--- config.mk ---
export PLATFORM = sky130hd
export DESIGN_NAME = conv_sched
export DESIGN_NICKNAME = d
export VERILOG_FILES = /design/src/rtl/conv_sched.sv
export SDC_FILE = /design/constraint.sdc
export NUM_CORES = 1
export LEC_CHECK = 0
export BUFFER_PORTS_ARGS = -buffer_cell sky130_fd_sc_hd__clkbuf_2
export CAP_MARGIN = 0
export CORE_MARGIN = 1.5
export CORE_UTILIZATION = 51
export DETAILED_ROUTE_END_ITERATION = 8
export HOLD_SLACK_MARGIN = 0.05
export PLACE_DENSITY_LB_ADDON = 0.2
export SLEW_MARGIN = 20
export SYNTH_ARGS = -nofsm -noshare
export SYNTH_HDL_FRONTEND = slang
export SYNTH_SLANG_ARGS = --single-unit
--- constraint.sdc ---
create_clock -name i_clock -period 2.6 [get_ports i_clock]
set_clock_uncertainty 0.1 [all_clocks]
set_input_delay 0.13 -clock i_clock [delete_from_list [all_inputs] [get_ports i_clock]]
set_output_delay 0.13 -clock i_clock [all_outputs]
set_load 0.01 [all_outputs]
--- src/rtl/conv_sched.sv ---
// conv_sched: row-major window scheduler that drives a convolution engine and writes each result to an output map.
// Optional ReLU clamp on captured results is enabled by defining CONV_SCHED_RELU_EN.
module conv_sched #(
    parameter int SIZE      = 7,
    parameter int SIZEKer   = 3,
    parameter int WIDTH_BIT = 8,
    parameter int TIMEOUT   = 64
) (
    input  logic                        i_clock,
    input  logic                        i_nreset,
    input  logic                        i_start,
    input  logic                        i_abort,
    output logic                        o_eng_start,
    output logic        [WIDTH_BIT-1:0] o_eng_row,
    output logic        [WIDTH_BIT-1:0] o_eng_col,
    input  logic                        i_eng_valid,
    input  logic signed [WIDTH_BIT-1:0] i_eng_result,
    output logic                        o_wr_en,
    output logic        [WIDTH_BIT-1:0] o_wr_row,
    output logic        [WIDTH_BIT-1:0] o_wr_col,
    output logic signed [WIDTH_BIT-1:0] o_wr_data,
    input  logic                        i_wr_ready,
    output logic                        o_busy,
    output logic                        o_done,
    output logic                        o_err
);

    localparam int OUT   = SIZE - SIZEKer + 1;
    localparam int CNT_W = (TIMEOUT > 1) ? $clog2(TIMEOUT + 1) : 1;
    localparam logic [WIDTH_BIT-1:0] LAST_IDX = WIDTH_BIT'(OUT - 1);
    localparam logic [CNT_W-1:0]     TO_LAST  = CNT_W'(TIMEOUT - 1);

    // Reject geometries whose last output index cannot be held in the index registers.
    generate
        if (SIZEKer < 1 || SIZEKer > SIZE || TIMEOUT < 1 ||
            (WIDTH_BIT < 31 && (OUT - 1) >= (1 << WIDTH_BIT))) begin : g_bad_params
            $error("conv_sched: invalid SIZE/SIZEKer/WIDTH_BIT/TIMEOUT combination");
        end
    endgenerate

    typedef enum logic [2:0] {
        S_IDLE,
        S_ISSUE,
        S_WAIT,
        S_WRITE,
        S_FIN
    } state_t;

    state_t                        r_state;
    state_t                        w_state_next;
    logic        [WIDTH_BIT-1:0]   r_row;
    logic        [WIDTH_BIT-1:0]   r_col;
    logic        [WIDTH_BIT-1:0]   w_row_next;
    logic        [WIDTH_BIT-1:0]   w_col_next;
    logic        [CNT_W-1:0]       r_cnt;
    logic        [CNT_W-1:0]       w_cnt_next;
    logic signed [WIDTH_BIT-1:0]   r_wr_data;
    logic signed [WIDTH_BIT-1:0]   w_wr_data_next;
    logic signed [WIDTH_BIT-1:0]   w_captured;
    logic                          r_err;
    logic                          w_err_next;
    logic                          w_eng_start;
    logic                          w_wr_en;
    logic                          w_done;

`ifdef CONV_SCHED_RELU_EN
    assign w_captured = i_eng_result[WIDTH_BIT-1] ? '0 : i_eng_result;
`else
    assign w_captured = i_eng_result;
`endif

    always_comb begin
        w_state_next   = r_state;
        w_row_next     = r_row;
        w_col_next     = r_col;
        w_cnt_next     = r_cnt;
        w_wr_data_next = r_wr_data;
        w_err_next     = r_err;
        w_eng_start    = 1'b0;
        w_wr_en        = 1'b0;
        w_done         = 1'b0;

        case (r_state)
            S_IDLE: begin
                if (i_start) begin
                    w_row_next   = '0;
                    w_col_next   = '0;
                    w_err_next   = 1'b0;
                    w_state_next = S_ISSUE;
                end
            end
            S_ISSUE: begin
                w_eng_start  = 1'b1;
                w_cnt_next   = '0;
                w_state_next = S_WAIT;
            end
            S_WAIT: begin
                // A result arriving on the last allowed cycle still wins over the timeout.
                if (i_eng_valid) begin
                    w_wr_data_next = w_captured;
                    w_state_next   = S_WRITE;
                end else if (r_cnt == TO_LAST) begin
                    w_err_next   = 1'b1;
                    w_state_next = S_IDLE;
                end else begin
                    w_cnt_next = r_cnt + 1'b1;
                end
            end
            S_WRITE: begin
                w_wr_en = 1'b1;
                if (i_wr_ready) begin
                    if (r_col == LAST_IDX) begin
                        if (r_row == LAST_IDX) begin
                            w_state_next = S_FIN;
                        end else begin
                            w_col_next   = '0;
                            w_row_next   = r_row + 1'b1;
                            w_state_next = S_ISSUE;
                        end
                    end else begin
                        w_col_next   = r_col + 1'b1;
                        w_state_next = S_ISSUE;
                    end
                end
            end
            S_FIN: begin
                w_done       = 1'b1;
                w_state_next = S_IDLE;
            end
            default: begin
                w_state_next = S_IDLE;
            end
        endcase

        // Abort squashes any strobe of the current cycle so no half-finished transaction escapes.
        if (i_abort && (r_state != S_IDLE)) begin
            w_state_next   = S_IDLE;
            w_row_next     = r_row;
            w_col_next     = r_col;
            w_cnt_next     = r_cnt;
            w_wr_data_next = r_wr_data;
            w_err_next     = r_err;
            w_eng_start    = 1'b0;
            w_wr_en        = 1'b0;
            w_done         = 1'b0;
        end
    end

    always_ff @(posedge i_clock) begin
        if (!i_nreset) begin
            r_state   <= S_IDLE;
            r_row     <= '0;
            r_col     <= '0;
            r_cnt     <= '0;
            r_wr_data <= '0;
            r_err     <= 1'b0;
        end else begin
            r_state   <= w_state_next;
            r_row     <= w_row_next;
            r_col     <= w_col_next;
            r_cnt     <= w_cnt_next;
            r_wr_data <= w_wr_data_next;
            r_err     <= w_err_next;
        end
    end

    assign o_eng_start = w_eng_start;
    assign o_eng_row   = r_row;
    assign o_eng_col   = r_col;
    assign o_wr_en     = w_wr_en;
    assign o_wr_row    = r_row;
    assign o_wr_col    = r_col;
    assign o_wr_data   = r_wr_data;
    assign o_busy      = (r_state != S_IDLE);
    assign o_done      = w_done;
    assign o_err       = r_err;

endmodule
==> flow_summary.json, run 1 <==
{
  "status": "finished, final reports clean",
  "cts_inserted_buffers": 5,
  "finalCriticalPeriod_ns": 2.10,
  "grt_usage": 0.227,
  "max_freq_mhz": 475,
  "core_um2": 3440,
  "ys_seq_elements": 35,
  "ctsHoldBuffers": 9,
  "hold_class": "in2reg",
  "rows": 21,
  "synthTopCellsByCount": "dfxtp_1, nor2_1, buf_4, nand2_1",
  "cts_setup_buffers": 0,
  "power.density_nw_per_um2": 677,
  "hold_violations": 0,
  "yosys_warnings": 0,
  "critPathTopFamily": "compound AO/OA/AOI/OAI gates",
  "finalSetupTns_ns": 0,
  "syn_avg_cell_area_um2": 8.55,
  "grt_pass1_vias": 1597,
  "hold_start": "i_start",
  "dp_hpwl_um": 2930,
  "synth_area_um2": 1900,
  "crit_chain": "inv_1 -> ha_1 -> nor4b_2 -> a211oi_4 -> o21ai_2 -> o31a_1 -> o21ba_1",
  "die_h_um": 64.0,
  "ys_top_cells_by_area": "dfxtp_1, buf_4, nor2_1",
  "drt-total-wl_um": 4250,
  "finalNonFillerCells": 323,
  "async_flop_share": 0,
  "postRouteAntennaNets": 0,
  "io_buffer_count": 58,
  "r2r_start": "o_eng_row[0]$_SDFFE_PN0P_",
  "grt_max_degree": 17,
  "power.total_uw": 1590,
  "critPathMaxFanout": 7,
  "insertion_delay_ns": 0.30,
  "synth_top_area_frac": 0.369,
  "maxCapViolations": 0,
  "cts.sinks": 35,
  "end_kind": "flop",
  "arrival_ns": 2.20,
  "final.fill_count": 293,
  "fin_util": 0.680,
  "synth.most_common_cell": "dfxtp_1",
  "initial_core_util": 0.551,
  "max_slew_margin": 0.609,
  "layout-drive-gt1-share": 0.271,
  "nNetsFinal": 295,
  "synth.largest_area_cell": "dfxtp_1",
  "htree_levels": 2,
  "first_pass_iters": 5,
  "antenna_found_initial": 0,
  "grt_pass1_wl_um": 7300,
  "drv_slew": 0,
  "synthToLayoutAreaGrowth_pct": 23.3,
  "antenna_cells": 0,
  "syn-num-nets": 241,
  "ir_drop_uv": 490,
  "clock_path_buffers": 2,
  "reg2regPathDepth": 7,
  "tightestPinTransition_ns": 0.583,
  "cpMaxStageDelayCell": "dfxtp_1",
  "seq_area_frac_synth": 0.369,
  "dp_cells": 306,
  "synth_edf_count": 0,
  "clk_pin_slew_worst_paths_ns": 0.08,
  "die_width_um": 64.0,
  "critPathMaxStageDelay_ns": 0.40,
  "cts_repair_resize_count": 0,
  "crit_required_ns": 2.69,
  "cp-start-kind": "flop",
  "synth_ff_type": "dfxtp_1",
  "r2r_slack_ns": 0.50,
  "dieArea_um2": 4100,
  "viasPerCell": 5.47,
  "drc": 0,
  "p_leak_uw": 0.00105,
  "final-setup-viol-count": 0,
  "vias": 1768,
  "ys_types": 49,
  "routedWlPerCell_um": 13.1,
  "rr_endpoint": "o_eng_row[6]$_SDFFE_PN0P_",
  "finalWeightedCongestion": 0.856,
  "root_buffer": "clkbuf_8",
  "critPathKind": "reg2reg",
  "synth_cells": 222,
  "crit_buf_inv": 1,
  "io_pins": 59,
  "grt.overflow.total": 0,
  "drt_iter0_markers": 103,
  "rsz0062_at_grt": "no",
  "hold_end": "r_state[1]$_SDFFE_PP0P_",
  "cts_tree": "done",
  "whs_path_depth": 3,
  "fin_crit_sh": 0.809,
  "holdWs_ns": 0.0860
}
[cells in the final DEF (no fill, tap or decap), types with 2 or more instances in the layout]
cell type	Yosys	routed
dfxtp_1	35	35
nor4_1	2	2
and3_1	4	4
nor2_1	31	31
a311oi_1	2	2
nand2_1	16	16
o2111ai_1	2	2
nor3b_1	3	3
dlygate4sd3_1	0	9
inv_1	6	6
and2_1	2	2
o21ai_0	5	5
mux2i_1	9	9
a21oi_1	8	8
buf_4	16	2
nand4_1	5	5
o211ai_1	4	4
xor2_1	9	9
nor3_1	6	6
a31oi_1	5	5
or3b_1	2	2
nand3_1	8	8
o21ai_1	2	2
bufinv_16	0	2
nand2b_1	3	3
clkbuf_8	0	5
ha_1	5	5
nand4b_1	3	3
or3_1	2	2
clkbuf_2	0	58
[worst max path at each step]
stage	startpoint	to	slack, ns	depth (start not counted)
finish	o_eng_row[0]$_SDFFE_PN0P_	o_eng_row[6]$_SDFFE_PN0P_	0.50	7
global route	r_state[1]$_SDFFE_PP0P_	r_cnt[1]$_SDFFE_PN0P_	0.27	5
CTS	r_state[1]$_SDFFE_PP0P_	o_eng_col[3]$_SDFFE_PN0P_	0.49	5
detailed placement	o_eng_row[0]$_SDFFE_PN0P_	o_eng_row[6]$_SDFFE_PN0P_	0.53	7
global placement	o_eng_row[0]$_SDFFE_PN0P_	o_eng_row[6]$_SDFFE_PN0P_	0.54	7
floorplan	o_eng_row[0]$_SDFFE_PN0P_	o_eng_row[6]$_SDFFE_PN0P_	0.63	7
[registers in the layout, summed over array words and instances, names as in the netlist]
| register | flops |
|---|---|
| o_eng_col | 8 |
| o_eng_row | 8 |
| o_wr_data | 8 |
| r_cnt | 7 |
| r_state | 3 |
| o_err | 1 |
[metrics by stage]
step	worst slack, ns	area [um2]
floorplan	0.633	1900
global placement	0.538	2110
detailed placement	0.527	2110
CTS	0.487	2340
global route	0.269	2340
finish	0.496	2340
[per-layer routing]
metal  GRT usage  part of all wire  up-vias
li1            -                 -      891
met1       0.260              0.42      819
met2       0.401              0.51       47
met3      0.0581             0.045       11
met4      0.0897             0.020        0
met5           0                 0        -
[logic make-up (layout without fill, tap and decap cells)]
kind of cell / after synthesis / in the layout / synth area share
buffers and inverters: 28 / 83 / 0.0890
DFF: 35 / 35 / 0.369
muxes: 9 / 9 / 0.0475
xor gates and xnor gates: 10 / 10 / 0.0461
adders and majority gates: 5 / 5 / 0.0330
AOI/OAI and AO/OA: 39 / 39 / 0.145
and+or+nand+nor: 96 / 96 / 0.270
[area by class of cell]
class,instances,area [um2],area share
clock inverters,3,67.6,0.0289
inverters,6,22.5,0.00962
clock buffers,5,68.8,0.0294
multi-input cells,159,1030,0.439
flip-flops and latches,35,701,0.299
well taps,46,57.6,0.0246
repair buffers,69,395,0.169
[worst min-delay path, stage by stage]
cell	delay [ns]
clkbuf_2	0.11
o32ai_1	0.07
a21oi_1	0.13
[report_power, final]
part / total [uW] / switching (uW) / internal [uW]
registers: 623 / 59.2 / 563
clock network: 589 / 207 / 382
logic: 373 / 219 / 154
Note: power is estimated with default switching activity, not from simulation.
==> run 2, diff against run 1 <==
==> constraint.sdc (replaced) <==
create_clock -name i_clock -period 2.05 [get_ports i_clock]
set_clock_uncertainty 0.1 [all_clocks]
set_input_delay 0.1025 -clock i_clock [delete_from_list [all_inputs] [get_ports i_clock]]
set_output_delay 0.1025 -clock i_clock [all_outputs]
set_load 0.01 [all_outputs]
==> flow_summary.json, run 2 (same netlist as run 1, synthesis figures left out) <==
{
  "rows": 21,
  "hold_violations": 0,
  "arrival_ns": 1.96,
  "layout_common_cells": "clkbuf_2, dfxtp_1, nor2_1, buf_4, nand2_1",
  "drv_slew": 0,
  "nNetsFinal": 312,
  "holdWs_ns": 0.100,
  "postRouteAntennaNets": 0,
  "ir_drop_uv": 566,
  "antenna_cells": 0,
  "rsz0062_at_grt": "no",
  "p_int_uw": 1220,
  "pwr-share-clk": 0.262,
  "p_leak_uw": 0.00113,
  "whs_path_depth": 3,
  "rr_endpoint": "r_state[0]$_SDFFE_PP0P_",
  "root_buffer": "clkbuf_8",
  "grt.overflow.total": 0,
  "cts_tree": "done",
  "critPathMaxFanout": 4,
  "fin_crit_sh": 0.929,
  "dieArea_um2": 4100,
  "end_kind": "flop",
  "clock_path_buffers": 2,
  "first_pass_iters": 4,
  "drt-total-wl_um": 4400,
  "tightestPinTransition_ns": 0.545,
  "antenna_found_initial": 0,
  "htree_levels": 2,
  "max_freq_mhz": 525,
  "grt_pass1_vias": 1650,
  "cts.sinks": 35,
  "combPwrFrac": 0.325,
  "grt_max_degree": 17,
  "finalWeightedCongestion": 0.843,
  "power.density_nw_per_um2": 755,
  "layout_setup_ws_ns": 0.145,
  "die_h_um": 64.0,
  "maxCapViolations": 0,
  "critPathKind": "reg2reg",
  "crit_chain": "inv_1 -> ha_1 -> nor4bb_2 -> nand4_1 -> a2111oi_1 -> nor3_1",
  "switching_share": 0.335,
  "critPathMaxStageDelay_ns": 0.44,
  "die_width_um": 64.0,
  "status": "finished, final reports clean",
  "grt_pass1_wl_um": 7360,
  "clk_pin_slew_worst_paths_ns": 0.07,
  "layout_commonest_cell": "clkbuf_2",
  "drc": 0,
  "cts_inserted_buffers": 5,
  "viasPerCell": 5.28,
  "crit_buf_inv": 1,
  "routedWlPerCell_um": 12.9,
  "cpMaxStageDelayCell": "a2111oi_1",
  "drt_iter0_markers": 120,
  "grt_usage": 0.230,
  "hold_start": "i_start",
  "critPathTopFamily": "simple AND/OR/NAND/NOR gates",
  "max_slew_margin": 0.636,
  "final-setup-viol-count": 0,
  "core_um2": 3440,
  "io_pins": 59,
  "insertion_delay_ns": 0.28,
  "final.fill_count": 272,
  "cp-start-kind": "flop",
  "dp_hpwl_um": 3190,
  "seq_power_share": 0.413,
  "reg2regPathDepth": 6,
  "hold_class": "in2reg",
  "r2r_start": "o_eng_col[0]$_SDFFE_PN0P_",
  "dp_slack_ns": 0.0955,
  "synthToLayoutAreaGrowth_pct": 28.0,
  "io_buffer_count": 58,
  "switchingPower_uw": 614,
  "layout-drive-gt1-share": 0.310,
  "crit_required_ns": 2.11,
  "vias": 1796,
  "finalCriticalPeriod_ns": 1.90,
  "hold_end": "r_state[1]$_SDFFE_PP0P_",
  "initial_core_util": 0.551,
  "finalSetupTns_ns": 0,
  "r2r_slack_ns": 0.15
}
run 2: what timing repair did:
item,CTS,global route
endpoints found under the setup margin,0,9
setup buffers,0,0
resized for setup,0,3
endpoints found under the hold margin,11,0
hold buffers,9,0
run 2: worst max path at each step:
stage / from / depth (start not counted) / endpoint
after CTS: o_eng_row[0]$_SDFFE_PN0P_ / 6 / r_state[0]$_SDFFE_PP0P_
after global routing: o_eng_row[0]$_SDFFE_PN0P_ / 6 / r_state[0]$_SDFFE_PP0P_
after floorplan: o_eng_row[0]$_SDFFE_PN0P_ / 7 / o_eng_row[6]$_SDFFE_PN0P_
after detailed placement: o_eng_row[0]$_SDFFE_PN0P_ / 6 / r_state[0]$_SDFFE_PP0P_
after global placement: o_eng_row[0]$_SDFFE_PN0P_ / 6 / r_state[0]$_SDFFE_PP0P_
final: o_eng_col[0]$_SDFFE_PN0P_ / 6 / r_state[0]$_SDFFE_PP0P_
run 2: metrics by stage:
stage	area, um2	instances	utilization	total power (uW)
detailed placement	2240	323	0.651	1340
global route	2430	340	0.706	1950
CTS	2410	340	0.701	1830
global placement	2240	323	0.651	1340
floorplan	1900	222	-	1130
finish	2430	340	0.706	1840
run 2: power groups by stage:
stage	Clock (uW)	Combinational, uW	Sequential (uW)
2_1_floorplan	0	361	769
3_3_place_gp	0	567	769
3_5_place_dp	0	572	771
4_1_cts	487	587	758
5_1_grt	529	655	764
6_report	480	596	759
run 2: worst min-delay path, cell delays in order:
cell	delay, ns
clkbuf_2	0.12
o32ai_1	0.08
a21oi_1	0.13
run 2: layout make-up:
class / count / area [um2] / area share
sequential: 35 / 701 / 0.288
tap: 46 / 57.6 / 0.0237
inverter: 6 / 22.5 / 0.00927
timing repair buffer: 86 / 523 / 0.215
clock inverter: 1 / 5.00 / 0.00206
clock buffer: 7 / 76.3 / 0.0314
multi-input combinational: 159 / 1040 / 0.430
run 2: layer usage:
| layer | share of wire | GRT usage | vias up | routed length [um] |
|---|---|---|---|---|
| li1 | - | - | 922 | - |
| met3 | 0.038 | 0.0546 | 2 | 168 |
| met4 | 0.0080 | 0.0951 | 0 | 35 |
| met1 | 0.44 | 0.281 | 824 | 1950 |
| met5 | 0 | 0 | - | 0 |
| met2 | 0.51 | 0.385 | 48 | 2250 |
